**src/rtl/pipe_stage_reg_if.sv**
```systemverilog
// Valid/ready handshake bundle for one side of a pipeline stage register.
// master drives valid/ctrl/data and receives ready; slave is the mirror image.
interface pipe_stage_reg_if #(
  parameter int DATA_W = 128,
  parameter int CTRL_W = 12
);
  logic              valid;
  logic              ready;
  logic [CTRL_W-1:0] ctrl;
  logic [DATA_W-1:0] data;

  modport master (output valid, output ctrl, output data, input  ready);
  modport slave  (input  valid, input  ctrl, input  data, output ready);
endinterface

```
**src/rtl/pipe_stage_reg.sv**
```systemverilog
// One-cycle pipeline stage register with flush, stall counter and bubble-safe control.
// Define PIPE_STAGE_SKID_EN to add a second (skid) entry and a registered in_ready.
module pipe_stage_reg #(
  parameter int DATA_W = 128,
  parameter int CTRL_W = 12,
  parameter int CNT_W  = 16
) (
  input  logic                 clk,
  input  logic                 rst,
  input  logic                 flush,
  pipe_stage_reg_if.slave      up,
  pipe_stage_reg_if.master     down,
  output logic [1:0]           occupancy,
  output logic [CNT_W-1:0]     stall_cnt
);

  // State encodings equal the number of held entries.
  typedef enum logic [1:0] {
    EMPTY = 2'd0,
    FULL  = 2'd1
`ifdef PIPE_STAGE_SKID_EN
    , SKID = 2'd2
`endif
  } state_t;

  state_t            state, state_nxt;
  logic [CTRL_W-1:0] main_ctrl;
  logic [DATA_W-1:0] main_data;
  logic              accept, drain, load_main;

`ifdef PIPE_STAGE_SKID_EN
  logic [CTRL_W-1:0] skid_ctrl;
  logic [DATA_W-1:0] skid_data;
  logic              load_skid, unload_skid;
  logic              ready_q;
`else
  logic              alive;
`endif

  assign accept = up.valid && up.ready;
  assign drain  = (state != EMPTY) && down.ready;

  always_comb begin
    // NOTE: every always_comb output gets a default first, otherwise a missed branch infers a latch.
    state_nxt = state;
    load_main = 1'b0;
`ifdef PIPE_STAGE_SKID_EN
    load_skid   = 1'b0;
    unload_skid = 1'b0;
`endif
    if (flush) begin
      state_nxt = EMPTY;
    end else begin
      case (state)
        EMPTY: if (accept) begin
          state_nxt = FULL;
          load_main = 1'b1;
        end
        FULL: begin
          if (accept && drain) begin
            load_main = 1'b1;
          end else if (drain) begin
            state_nxt = EMPTY;
          end
`ifdef PIPE_STAGE_SKID_EN
          else if (accept) begin
            state_nxt = SKID;
            load_skid = 1'b1;
          end
          end
        SKID: if (drain) begin
          state_nxt   = FULL;
          unload_skid = 1'b1;
`endif
        end
        default: state_nxt = EMPTY;
      endcase
    end
  end

  always_ff @(posedge clk or negedge rst) begin
    // NOTE: datapath registers are reset too, so out_data reads zero while rst is low.
    if (!rst) begin
      state     <= EMPTY;
      main_ctrl <= '0;
      main_data <= '0;
`ifdef PIPE_STAGE_SKID_EN
      skid_ctrl <= '0;
      skid_data <= '0;
`endif
    end else begin
      // NOTE: sequential state uses non-blocking assignments so all flops update together.
      state <= state_nxt;
      if (load_main) begin
        main_ctrl <= up.ctrl;
        main_data <= up.data;
      end
`ifdef PIPE_STAGE_SKID_EN
      else if (unload_skid) begin
        main_ctrl <= skid_ctrl;
        main_data <= skid_data;
      end
      if (load_skid) begin
        skid_ctrl <= up.ctrl;
        skid_data <= up.data;
      end
`endif
    end
  end

`ifdef PIPE_STAGE_SKID_EN
  always_ff @(posedge clk or negedge rst) begin
    if (!rst) ready_q <= 1'b0;
    else      ready_q <= (state_nxt != SKID);
  end
  assign up.ready = ready_q;
`else
  // Holds in_ready low until the first edge after reset releases.
  always_ff @(posedge clk or negedge rst) begin
    if (!rst) alive <= 1'b0;
    else      alive <= 1'b1;
  end
  assign up.ready = alive && (!down.valid || down.ready);
`endif

  always_ff @(posedge clk or negedge rst) begin
    if (!rst) begin
      stall_cnt <= '0;
    end else if (down.valid && !down.ready && (stall_cnt != '1)) begin
      stall_cnt <= stall_cnt + CNT_W'(1);
    end
  end

  // Control is masked on bubbles so stale bits never look like a write or branch.
  assign down.valid = (state != EMPTY);
  assign down.ctrl  = down.valid ? main_ctrl : '0;
  assign down.data  = main_data;
  assign occupancy  = 2'(state);

endmodule
```
**src/flat_wrapper.sv**
```systemverilog
// flat-port wrapper written by rule: the top's interface ports become plain ports
module pipe_stage_reg_flat 
#(
  parameter int DATA_W = 128,
  parameter int CTRL_W = 12,
  parameter int CNT_W  = 16
)
  (clk, rst, flush, occupancy, stall_cnt, up_valid, up_ctrl, up_data, up_ready, down_valid, down_ctrl, down_data, down_ready);
  pipe_stage_reg_if #(.DATA_W(DATA_W), .CTRL_W(CTRL_W)) up_i ();
  pipe_stage_reg_if #(.DATA_W(DATA_W), .CTRL_W(CTRL_W)) down_i ();
  input  logic clk;
  input  logic rst;
  input  logic flush;
  output logic [1:0] occupancy;
  output logic [CNT_W-1:0] stall_cnt;
  input wire logic [$bits(up_i.valid)-1:0] up_valid;
  input wire logic [$bits(up_i.ctrl)-1:0] up_ctrl;
  input wire logic [$bits(up_i.data)-1:0] up_data;
  output wire logic [$bits(up_i.ready)-1:0] up_ready;
  output wire logic [$bits(down_i.valid)-1:0] down_valid;
  output wire logic [$bits(down_i.ctrl)-1:0] down_ctrl;
  output wire logic [$bits(down_i.data)-1:0] down_data;
  input wire logic [$bits(down_i.ready)-1:0] down_ready;
  assign up_i.valid = up_valid;
  assign up_i.ctrl = up_ctrl;
  assign up_i.data = up_data;
  assign up_ready = up_i.ready;
  assign down_valid = down_i.valid;
  assign down_ctrl = down_i.ctrl;
  assign down_data = down_i.data;
  assign down_i.ready = down_ready;
  pipe_stage_reg #(.DATA_W(DATA_W), .CTRL_W(CTRL_W), .CNT_W(CNT_W)) u_core (.clk(clk), .rst(rst), .flush(flush), .up(up_i), .down(down_i), .occupancy(occupancy), .stall_cnt(stall_cnt));
endmodule
```
**config.mk**
```make
export PLATFORM = sky130hd
export DESIGN_NAME = pipe_stage_reg_flat
export DESIGN_NICKNAME = d
export VERILOG_FILES = /design/src/rtl/pipe_stage_reg_if.sv /design/src/rtl/pipe_stage_reg.sv /design/src/flat_wrapper.sv
export SDC_FILE = /design/constraint.sdc
export NUM_CORES = 1
export LEC_CHECK = 0
export CAP_MARGIN = 25
export CORE_AREA = 2 2 145 104
export CTS_CLUSTER_SIZE = 16
export DETAILED_ROUTE_END_ITERATION = 7
export DIE_AREA = 0 0 147 106
export PLACE_DENSITY = 0.86
export SLEW_MARGIN = 20
export SYNTH_ARGS = -nofsm -noshare
export SYNTH_HDL_FRONTEND = slang
export SYNTH_SLANG_ARGS = --single-unit
```
**constraint.sdc**
```tcl
create_clock -name clk -period 4.8 [get_ports clk]
set_input_delay 0.96 -clock clk [delete_from_list [all_inputs] [get_ports clk]]
set_output_delay 0.96 -clock clk [all_outputs]
set_load 0.02 [all_outputs]
```
# Word level (Yosys, flattened, before mapping)
# Cells that the tools add are included.
[totals]
mem_bits_ro = 0
mem_count = 0
ramBits = 0
ff_bits = 159
latch_bits = 0
word_cells = 33
output_inout_bits = 160
in_bits = 145
[op_classes]
shift = 0
eq_ne = 5
addsub = 1
bitwise = 0
magnitude_cmp = 0
div_mod_pow = 0
muxes = 10
n_reduce_logical = 12
multipliers = 0
[ops]
columns = ["cell", "n"]
rows = [
  ["adder 16 x 1 -> 16 bit, second input constant", 1],
  ["!= test 16 bit, second input constant", 1],
  ["two-way mux 12 bit", 1],
  ["two-way mux 2 bit", 4],
  ["logical AND 1 bit", 6],
  ["!= test 3 x 2 -> 1 bit, second input constant", 2],
  ["case mux 2 bit (2 select lines)", 1],
  ["two-way mux 1 bit", 3],
  ["!= test 3 bit, second input constant", 1],
  ["AND reduction 3 bit", 1],
  ["equality test 2 x 1 -> 1 bit, second input constant", 1],
  ["logical NOT 1 bit", 2],
  ["logical NOT 2 bit", 1],
  ["case mux 1 bit (2 select lines)", 1],
  ["nonzero test 2 bit", 1],
  ["logical OR 1 bit", 1],
]

# Depth between registers and ports, before layout
[logic_depth]
depth_word = 9
mapped_depth = 6
depth_no_buf = 5

# Least setup slack after synthesis
# OpenSTA, ideal clock, no wires.
[synth_path]
path_type = "input-to-output"
start = "input down_ready"
end = "output up_ready"
t_arrival_ns = 1.383
required_ns = 3.840
path_buffers = 0
stages = 2
setup_slack_ns = 2.457
path_cell_list = "nand2b_1 > and2_1"
[synth_via]
elab_chain_len = 2
[synth_lines]
columns = ["item", "line", "source"]
rows = [
  ["start: declaration", "flat_wrapper.sv:23", "input wire logic [$bits(down_i.ready)-1:0] down_ready;"],
  ["logical OR 1 bit", "pipe_stage_reg.sv:123", "assign up.ready = alive && (!down.valid || down.ready);"],
  ["logical AND 1 bit", "pipe_stage_reg.sv:123", ""],
  ["end: declaration", "flat_wrapper.sv:19", "output wire logic [$bits(up_i.ready)-1:0] up_ready;"],
]
# Every way passes these cells.

# Worst setup path after layout
# Ends and elaborated chain as after synthesis.

==> results.toml <==
[floorplan]
die-area_mm2 = 0.01558
core_mm2 = 0.01435
die_y_um = 106
ioPinCount = 305
initial_core_util = 0.4284
die_x_um = 147
row_count = 37

[global_routing]
grt_busiest_layer = "met2"
grt_pass1_wl_um = 24570
use_met1 = 0.2269
met3_usage = 0.07382
grt_antenna_before_repair = 0
met2_usage = 0.3578
grt-ovfl-total = 0
grtUsageTotal = 0.2029
grt_max_degree = 119
grt_pass1_vias = 4669

[synthesis]
syn_area_mm2 = 0.006148
synthTopCellsByArea = "dfrtp_1, mux2_2, buf_4, and2_1, xnor2_1"
synth_seq_area_share = 0.6431
avgSynthCellArea_um2 = 15.89
syn_inst = 387
ys_types = 29
synth_nets = 533
synth_top_area_share = 0.6431
ys_warn_count = 0
ys_ff_latch = 158
yosys.area.top_type = "dfrtp_1"

[sta]
min_period_ns = 3.435
fin_crit_sh = 0.7156
setup_viol = 0
rsz0062_at_grt = "no"
max-slew-margin-rel = 0.3931
tightestPinTransition_ns = 0.9104
drv_slew = 0
max_freq_mhz = 291.1
fin_skew_ns = 0.009258
hold_violations = 0
setup_tns_ns = 0

[worst_setup_path]
cp.arrival_ns = 2.48
worst_setup_path_end_kind = "primary output"
critPathBufInv = 2
path_max_fanout = 5
critPathKind = "input port to primary output"
critPathMaxStageDelay_ns = 0.64
cp_slowest_cell = "clkdlybuf4s50_1"
path_cells = "clkdlybuf4s50_1, nand2b_1, and2_1, clkdlybuf4s50_1"
critPathMostFrequentCell = "clkdlybuf4s50_1"
cp_top_family = "buffers and inverters"
rr_endpoint = "u_core.down.data[8]"
cp-start-kind = "input port"
regToRegSetupSlack_ns = 2.22
required_ns = 3.84
r2r_start = "u_core.occupancy[0]"
worstRegToRegCells = 5

[clocking]
h-tree-depth = 4
post_cts_buffers = 0
cts_buffers = 17
clockRootBuffer = "clkbuf_16"
clk_path_buf_depth = 2
cts_hold_buf = 0
cts_tree = "done"
clock-sinks = 158
cts_resized = 0
clk-insertion-delay-late_ns = 0.41
clk_pin_slew_worst_paths_ns = 0.06

[pwr]
power_w = 0.004393
p_leak_nw = 4.194
ir_drop_v = 0.0002756
power_density_mw_per_mm2 = 440.8

[final_layout]
num-nets-final = 840
final_common_cell = "clkdlybuf4s50_1"
antennaDiodeCount = 0
fin_cells = 902
multi_input_area_mm2 = 0.002085
fillers = 965
final_cell_mix = "clkdlybuf4s50_1, dfrtp_1, mux2_2"
drive_above_1_share = 0.2588
syn_to_final_growth_pct = 62.09
seq_area_mm2 = 0.003954

[flow_run]
max-cap-violations = 0

[drt]
drt-total-wl_um = 15620
vias_per_cell = 4.823
drt_first_iter_violations = 135
num_vias = 4350
routedWlPerCell_um = 17.31
first_pass_iters = 4
ant_nets = 0
drc = 0

[outcome]
status = "finished, final reports clean"

[worst_hold_path]
hold-path-cell-count = 1
min_from = "u_core.main_ctrl[2]"
min_to = "u_core.main_ctrl[2]"
min_path_type = "register to register"

[placement]
gp_congestion = 0.8113
dp_hpwl_um = 11510
port_buffers = 303
dpl.cell_count = 870
state kept, by name, indices dropped and copies added, names as in the netlist:
register and count:
u_core.alive 1, u_core.down.data 128, u_core.main_ctrl 12, u_core.occupancy 1, u_core.stall_cnt 16
metal layers:
layer / wire length [µm] / share of wire
met1: 5995 / 0.38
met2: 8022 / 0.51
met3: 1229 / 0.079
met4: 368 / 0.024
met5: 0 / 0
per-stage QoR:
stage | setup slack [ns] | hold slack, ns | area, µm² | utilization
detailed placement | 1.378 | 0.4857 | 9351 | 0.6516
floorplan | 2.457 | 0.4706 | 6148 | -
global route | 1.238 | 0.5079 | 9966 | 0.6944
finish | 1.365 | 0.5000 | 9966 | 0.6944
global placement | 1.400 | 0.4805 | 9351 | 0.6516
CTS | 1.371 | 0.5037 | 9963 | 0.6942
worst reg2reg max path, stage by stage (launching register included):
cell and delay (ns):
dfrtp_1 0.66, nand2b_1 0.21, and2_1 0.25, nand3b_4 0.44
buf_4 0.51, mux2_2 0.40
cells by family after synthesis:
family | synth area share
xor+xnor | 0.02137
compound gates | 0.007122
fa+ha+maj | 0.002035
mux | 0.2564
other cells | 0.001221
simple gates | 0.04945
flops | 0.6431
buf+inv | 0.01933
cells in the mapped netlist:
cell type,number
dfrtp_1,158
mux2_2,140
and2_1,13
buf_4,12
nand2_1,10
xnor2_1,8
xor2_1,7
nand4_1,6
buf_2,5
nor2_1,4
nand3_1,3
conb_1,2
nor3_1,2
nor4_1,2
and2b_1,1
and3_2,1
and4_1,1
clkbuf_1,1
ha_1,1
nand2b_1,1
nand3_2,1
nand3b_2,1
nand4_2,1
nor4_2,1
o21ai_0,1
o41a_1,1
o41ai_4,1
or4_1,1
or4_4,1
worst max-delay path by stage:
stage                from        to  slack (ns)  cells past startpoint
6_report       down_ready  up_ready        1.36                      4
4_1_cts        down_ready  up_ready        1.37                      4
5_1_grt        down_ready  up_ready        1.24                      4
3_3_place_gp   down_ready  up_ready        1.40                      4
3_5_place_dp   down_ready  up_ready        1.38                      4
2_1_floorplan  down_ready  up_ready        2.46                      2
cell type report:
class | instances | area share
repair buffers | 306 | 0.3082
well taps | 195 | 0.02448
multi-input cells | 211 | 0.2092
flip-flops and latches | 158 | 0.3967
clock buffers | 17 | 0.04269
clock inverters | 15 | 0.01871
where the power goes:
group          total [W]  switching [W]  internal, W
Sequential       0.00174       0.000147      0.00159
Combinational    0.00128       0.000566     0.000709
Clock            0.00138       0.000553     0.000828
Note: power is estimated with default switching activity, not from simulation.
